==> src/rtl/shift_unit_seq.sv <==
// shift_unit_seq
// Multi-cycle shift/rotate unit. An accepted request is worked off in steps of
// up to STEP positions per clock, so the shifter only needs to move 0..STEP
// places per cycle regardless of WIDTH.
//
// Ports
//   clk        rising-edge clock
//   rst        synchronous active-high reset
//   start      request, sampled only while busy=0
//   in         operand, latched on acceptance
//   s          shift amount 0..WIDTH-1, latched on acceptance
//   mode       00 LSR, 01 LSL, 10 ASR, 11 ROR, latched on acceptance
//   out        result register (the working data register itself)
//   cout       last bit shifted or rotated out
//   busy       high whenever the FSM is not idle
//   done       one-cycle pulse when the result is ready
//   dbg_state  current FSM state encoding (0 IDLE, 1 SHIFT, 2 DONE)
//
// Handshake: a request is taken on a rising edge where start=1 and busy=0.
// Requests seen while busy=1 are dropped. The result is valid during the
// single cycle where done=1 and is held afterwards until the next acceptance.
module shift_unit_seq #(
  parameter int WIDTH = 4,
  parameter int STEP  = 1
) (
  input  logic                       clk,
  input  logic                       rst,
  input  logic                       start,
  input  logic [WIDTH-1:0]           in,
  input  logic [$clog2(WIDTH)-1:0]   s,
  input  logic [1:0]                 mode,
  output logic [WIDTH-1:0]           out,
  output logic                       cout,
  output logic                       busy,
  output logic                       done,
  output logic [1:0]                 dbg_state
);

  localparam int SW = $clog2(WIDTH);
  localparam logic [SW-1:0] STEP_K = SW'(STEP);

  localparam logic [1:0] MODE_LSR = 2'b00;
  localparam logic [1:0] MODE_LSL = 2'b01;
  localparam logic [1:0] MODE_ASR = 2'b10;
  localparam logic [1:0] MODE_ROR = 2'b11;

  typedef enum logic [1:0] {
    ST_IDLE  = 2'd0,
    ST_SHIFT = 2'd1,
    ST_DONE  = 2'd2
  } state_t;

  state_t           state_q, state_d;
  logic [WIDTH-1:0] data_q, data_d;
  logic [SW-1:0]    rem_q, rem_d;
  logic [1:0]       mode_q, mode_d;
  logic             cout_q, cout_d;

  // Per-step shifter: moves the data register by k = min(STEP, rem) places.
  logic [SW-1:0]    step_k;
  logic [SW-1:0]    step_km1;
  logic [SW:0]      step_wk;     // WIDTH - k, one bit wider so WIDTH fits
  logic [WIDTH-1:0] step_data;
  logic             step_bit;

  always_comb begin
    step_k    = (rem_q > STEP_K) ? STEP_K : rem_q;
    step_km1  = step_k - 1'b1;
    step_wk   = (SW+1)'(WIDTH) - {1'b0, step_k};
    step_data = data_q;
    step_bit  = 1'b0;
    // Index values are only meaningful when k >= 1, which is the only case
    // where the result is used.
    case (mode_q)
      MODE_LSR: begin
        step_data = data_q >> step_k;
        step_bit  = data_q[step_km1];
      end
      MODE_LSL: begin
        step_data = data_q << step_k;
        step_bit  = data_q[step_wk[SW-1:0]];
      end
      MODE_ASR: begin
        step_data = $unsigned($signed(data_q) >>> step_k);
        step_bit  = data_q[step_km1];
      end
      MODE_ROR: begin
        step_data = (data_q >> step_k) | (data_q << step_wk);
        step_bit  = data_q[step_km1];
      end
      default: begin
        step_data = data_q;
        step_bit  = 1'b0;
      end
    endcase
  end

  always_comb begin
    state_d = state_q;
    data_d  = data_q;
    rem_d   = rem_q;
    mode_d  = mode_q;
    cout_d  = cout_q;
    case (state_q)
      ST_IDLE: begin
        if (start) begin
          data_d  = in;
          rem_d   = s;
          mode_d  = mode;
          cout_d  = 1'b0;
          state_d = ST_SHIFT;
        end
      end
      ST_SHIFT: begin
        if (rem_q == '0) begin
          state_d = ST_DONE;
        end else begin
          data_d = step_data;
          cout_d = step_bit;
          rem_d  = rem_q - step_k;
        end
      end
      ST_DONE: begin
        state_d = ST_IDLE;
      end
      default: begin
        state_d = ST_IDLE;
      end
    endcase
  end

  always_ff @(posedge clk) begin
    if (rst) begin
      state_q <= ST_IDLE;
      data_q  <= '0;
      rem_q   <= '0;
      mode_q  <= MODE_LSR;
      cout_q  <= 1'b0;
    end else begin
      state_q <= state_d;
      data_q  <= data_d;
      rem_q   <= rem_d;
      mode_q  <= mode_d;
      cout_q  <= cout_d;
    end
  end

  assign out       = data_q;
  assign cout      = cout_q;
  assign busy      = (state_q != ST_IDLE);
  assign done      = (state_q == ST_DONE);
  assign dbg_state = state_q;

endmodule

==> config.mk <==
export PLATFORM = sky130hd
export DESIGN_NAME = shift_unit_seq
export DESIGN_NICKNAME = d
export VERILOG_FILES = /design/src/rtl/shift_unit_seq.sv
export SDC_FILE = /design/constraint.sdc
export NUM_CORES = 1
export LEC_CHECK = 0
export BUFFER_PORTS_ARGS = -buffer_cell sky130_fd_sc_hd__buf_2
export CORE_AREA = 2 2 46 48
export DETAILED_ROUTE_END_ITERATION = 8
export DIE_AREA = 0 0 48 50
export HOLD_SLACK_MARGIN = 0.12
export PLACE_DENSITY = 0.64
export RECOVER_POWER = 50
export SLEW_MARGIN = 20
export SYNTH_ARGS = -nofsm -noshare
export SYNTH_HDL_FRONTEND = slang
export SYNTH_SLANG_ARGS = --single-unit
export TNS_END_PERCENT = 50
==> constraint.sdc <==
create_clock -name clk -period 1.6 [get_ports clk]
set_clock_uncertainty 0.1 [all_clocks]
set_input_delay 0.24 -clock clk [delete_from_list [all_inputs] [get_ports clk]]
set_output_delay 0.24 -clock clk [all_outputs]
set_load 0.1 [all_outputs]
==> flow_summary.html <==
<table>
<tr><th>Metric</th><th>Value</th></tr>
<tr><th colspan="2">Outcome</th></tr>
<tr><td>Outcome</td><td>completed</td></tr>
<tr><th colspan="2">Synthesis</th></tr>
<tr><td>Number of nets in the synthesized netlist</td><td>84</td></tr>
<tr><td>Library cell with the largest summed area after synthesis</td><td>sky130_fd_sc_hd__dfxtp_1</td></tr>
<tr><td>Synth top area cells</td><td>sky130_fd_sc_hd__dfxtp_1 35%, sky130_fd_sc_hd__nor2_1 5.3%, sky130_fd_sc_hd__mux2_2 5.3%</td></tr>
<tr><td>Post-synthesis cell type count</td><td>31</td></tr>
<tr><td>Sequential cell area fraction in the yosys report</td><td>0.348</td></tr>
<tr><td>Cell count after synthesis</td><td>73</td></tr>
<tr><td>Fraction of post-synthesis cell area in the top cell type by area</td><td>0.348</td></tr>
<tr><td>Seq cells post-synth</td><td>11</td></tr>
<tr><td>Synth warnings</td><td>0</td></tr>
<tr><td>Avg Inst Size Synth</td><td>between 8 and 9 sq um</td></tr>
<tr><td>Cell area after synthesis</td><td>roughly 630 sq um</td></tr>
<tr><th colspan="2">Timing</th></tr>
<tr><td>Final Max Tran Viols</td><td>0</td></tr>
<tr><td>RSZ-0062 raised after global routing</td><td>false</td></tr>
<tr><td>Min Tclk post-route</td><td>1.54 ns</td></tr>
<tr><td>Worst-case hold slack</td><td>about 0.12 ns</td></tr>
<tr><td>Share of the clock period used by the worst path after layout</td><td>0.961</td></tr>
<tr><td>Relative max-transition margin</td><td>0.640</td></tr>
<tr><td>Final-report setup violation count</td><td>0</td></tr>
<tr><td>Endpoints failing hold</td><td>0</td></tr>
<tr><td>Total negative slack</td><td>0 ns</td></tr>
<tr><td>Actual slew at the worst max-slew pin</td><td>around 0.54 ns</td></tr>
<tr><td>Achievable frequency</td><td>650 MHz</td></tr>
<tr><td>Worst setup margin</td><td>0.0626 ns</td></tr>
<tr><th colspan="2">Routing</th></tr>
<tr><td>Highest routing layer actually used</td><td>met4</td></tr>
<tr><td>Detailed route wirelength on metal3</td><td>81 um</td></tr>
<tr><td>DR WL/cell</td><td>about 12 um</td></tr>
<tr><td>Number of DRC violations after detailed-routing iteration 0</td><td>9</td></tr>
<tr><td>Amount of wire on met2 after detailed routing</td><td>about 640 um</td></tr>
<tr><td>Post-route met1 wirelength</td><td>between 600 and 700 um</td></tr>
<tr><td>Number of optimization iterations in the first detailed-route pass</td><td>4</td></tr>
<tr><td>Count of vias placed by the detailed router</td><td>600</td></tr>
<tr><td>Vias per std cell</td><td>4.88</td></tr>
<tr><td>DRC violation count after routing</td><td>0</td></tr>
<tr><td>Total detailed-routing wirelength</td><td>between 1000 and 1500 um</td></tr>
<tr><td>Antenna-violating nets left</td><td>0</td></tr>
<tr><th colspan="2">Floorplan</th></tr>
<tr><td>Boundary pin count</td><td>20</td></tr>
<tr><td>Die W</td><td>48 um</td></tr>
<tr><td>DIE HEIGHT</td><td>roughly 50 um</td></tr>
<tr><td>Core area</td><td>1900 sq um</td></tr>
<tr><td>Overall die area</td><td>between 2000 and 2500 sq um</td></tr>
<tr><td>Starting density of the core</td><td>0.333</td></tr>
<tr><td>Count of standard-cell rows</td><td>16</td></tr>
<tr><th colspan="2">Critical path</th></tr>
<tr><td>Worst Setup SP</td><td>dbg_state[0]</td></tr>
<tr><td>Cells traversed along the worst timing path</td><td>or2_2, buf_4</td></tr>
<tr><td>Worst R2R Path Depth</td><td>5</td></tr>
<tr><td>End of the critical path</td><td>busy</td></tr>
<tr><td>Delay contributed by the slowest stage of the critical path</td><td>0.39 ns</td></tr>
<tr><td>Critical Path RT</td><td>between 1 and 1.5 ns</td></tr>
<tr><td>Buf/Inv on CP</td><td>1</td></tr>
<tr><td>Critical path class</td><td>flip-flop to primary output</td></tr>
<tr><td>Cell class contributing the biggest share of worst-path delay</td><td>flip-flops</td></tr>
<tr><td>Max Fanout on Critical Path</td><td>14</td></tr>
<tr><td>RR Endpoint</td><td>out[3]</td></tr>
<tr><td>Crit Reg-Reg Startpoint</td><td>rem_q[0]</td></tr>
<tr><td>Worst EP arrival</td><td>between 1 and 1.5 ns</td></tr>
<tr><td>Critical path launch point type</td><td>flip-flop</td></tr>
<tr><td>Depth of the critical timing path with buffers and inverters included</td><td>2</td></tr>
<tr><td>Critical Path Sink Type</td><td>primary output</td></tr>
<tr><td>Setup slack of the most critical reg-to-reg path</td><td>~0.11 ns</td></tr>
<tr><td>Slowest library cell on the worst path</td><td>sky130_fd_sc_hd__dfxtp_4</td></tr>
<tr><th colspan="2">Layout</th></tr>
<tr><td>Share of cells above drive strength 1</td><td>0.438</td></tr>
<tr><td>Number of nets at the end of the flow</td><td>roughly 110</td></tr>
<tr><td>Number of fillers in the final layout</td><td>between 150 and 200</td></tr>
<tr><td>Antenna Cells</td><td>0</td></tr>
<tr><td>Leading cell type in the layout, fill and taps excluded</td><td>sky130_fd_sc_hd__buf_2</td></tr>
<tr><td>Most frequent cells in the layout</td><td>13 x sky130_fd_sc_hd__buf_2, 9 x sky130_fd_sc_hd__nor2_1, 6 x sky130_fd_sc_hd__inv_1</td></tr>
<tr><td>Area grow syn2layout</td><td>29.1%</td></tr>
<tr><th colspan="2">Placed design</th></tr>
<tr><td>Final weighted congestion of routability-driven global placement</td><td>around 0.81</td></tr>
<tr><td>Detailed placement HPWL</td><td>between 1000 and 1500 um</td></tr>
<tr><td>Count of buffers inserted at the top-level ports</td><td>19</td></tr>
<tr><td>Worst slack after detailed placement</td><td>0.133 ns</td></tr>
<tr><th colspan="2">Global routing</th></tr>
<tr><td>Overflow left after global routing</td><td>0</td></tr>
<tr><td>Antenna violations before repair</td><td>0</td></tr>
<tr><td>Global Route Usage Sum</td><td>0.138</td></tr>
<tr><td>Largest net degree at the start of global routing</td><td>15</td></tr>
<tr><td>Via count of the first global-routing pass</td><td>just over 500</td></tr>
<tr><td>Wire length of the first global-routing pass</td><td>roughly 2300 um</td></tr>
<tr><th colspan="2">Clocking</th></tr>
<tr><td>Clock tree from TritonCTS</td><td>yes</td></tr>
<tr><td>Total CTS buffers</td><td>3</td></tr>
<tr><td>Post-CTS setup repair buffer count</td><td>0</td></tr>
<tr><td>Clock Tree Root</td><td>sky130_fd_sc_hd__clkbuf_4</td></tr>
<tr><td>Largest buffer count on any clock path</td><td>2</td></tr>
<tr><td>Total number of H-tree levels</td><td>1</td></tr>
<tr><td>Number of clock sinks seen by CTS</td><td>11</td></tr>
<tr><td>Clock latency on the worst-skew pair</td><td>around 0.27 ns</td></tr>
<tr><td>Clock transition at the register clock pins on the worst setup and hold paths after CTS</td><td>roughly 0.070 ns</td></tr>
<tr><th colspan="2">Pwr</th></tr>
<tr><td>VDD IR max</td><td>roughly 570 uV</td></tr>
<tr><td>Leakage</td><td>~0.00035 uW</td></tr>
<tr><td>Power Total</td><td>between 900 and 1000 uW</td></tr>
<tr><td>Pwr Density</td><td>between 1000 and 1500 nW/um^2</td></tr>
<tr><th colspan="2">Worst hold path</th></tr>
<tr><td>Worst hold path type</td><td>input port to flip-flop</td></tr>
<tr><th colspan="2">Job</th></tr>
<tr><td>Count of maximum capacitance violations</td><td>0</td></tr>
</table>
[registers in the layout, indices dropped and copies added, names as in the netlist]
register   count
cout           1
dbg_state      2
mode_q         2
out            4
rem_q          2
[power breakdown]
| part | switching, uW | internal (uW) | leakage, uW |
|---|---|---|---|
| clock network | 96.0 | 96.7 | 0.0000150 |
| logic | 274 | 122 | 0.000245 |
| registers | 37.0 | 305 | 0.0000933 |
| total | 407 | 524 | 0.000354 |
[tightest hold or removal path: cells and delay by family]
family	cells	cell delay [ns]
multiplexers	1	0.06
AND/OR/NAND/NOR	1	0.08
buffers and inverters	1	0.07
[what timing repair did]
| action | 4_1_cts | 5_1_grt |
|---|---|---|
| hold endpoints to repair | 1 | 0 |
| hold buffers | 1 | 0 |
| setup endpoints to repair | 1 | 0 |
| resized for setup | 1 | 0 |
[metrics by stage]
step | cells | util | cell area, sq um
floorplan | 73 | - | 649
global placement | 118 | 0.415 | 790
detailed placement | 118 | 0.415 | 790
CTS | 123 | 0.436 | 828
global route | 123 | 0.430 | 817
finish | 123 | 0.430 | 817
[area by class of cell]
cell class	instances	area, sq um	area share
clock buffers	4	26.3	0.0322
inverters	6	22.5	0.0276
multi-input cells	53	368	0.450
flip-flops and latches	11	233	0.285
well taps	27	33.8	0.0413
repair buffers	22	134	0.164
[Yosys cell counts (all sizes together)]
master / count
dfxtp: 11
nor2: 11
inv: 6
nand2b: 6
o22ai: 5
a21oi: 3
mux2: 3
mux2i: 3
and2b: 2
buf: 2
nand2: 2
nor3: 2
o21ai: 2
o32ai: 2
or2: 2
a211oi: 1
a22oi: 1
a2bb2oi: 1
a41oi: 1
and3b: 1
clkbuf: 1
nor3b: 1
o21a: 1
o22a: 1
o31ai: 1
xnor2: 1
[cells by family after synthesis]
group / after synthesis / synth area share
AO/OA/AOI/OAI: 19 / 0.233
XOR/XNOR: 1 / 0.0138
buffers and inverters: 9 / 0.0613
flip-flops: 11 / 0.348
multiplexers: 6 / 0.101
AND/OR/NAND/NOR: 27 / 0.243
[how the worst min path moves through the flow]
stage                        from  slack (ns)         to  depth (start not counted)
final                     mode[1]        0.12  mode_q[1]                          3
after global placement    mode[1]        0.38  mode_q[1]                          3
after floorplan           mode[0]        0.28  mode_q[0]                          2
after global routing      mode[1]        0.16  mode_q[1]                          3
after detailed placement     cout        0.38       cout                          2
after CTS                 mode[1]        0.13  mode_q[1]                          3
[metal layers]
metal  GRT usage  vias up
met5           0        -
met4      0.0811        0
met3      0.0440        2
met2       0.189       18
met1       0.182      275
li1            -      305
(Power assumes the default switching activity.)
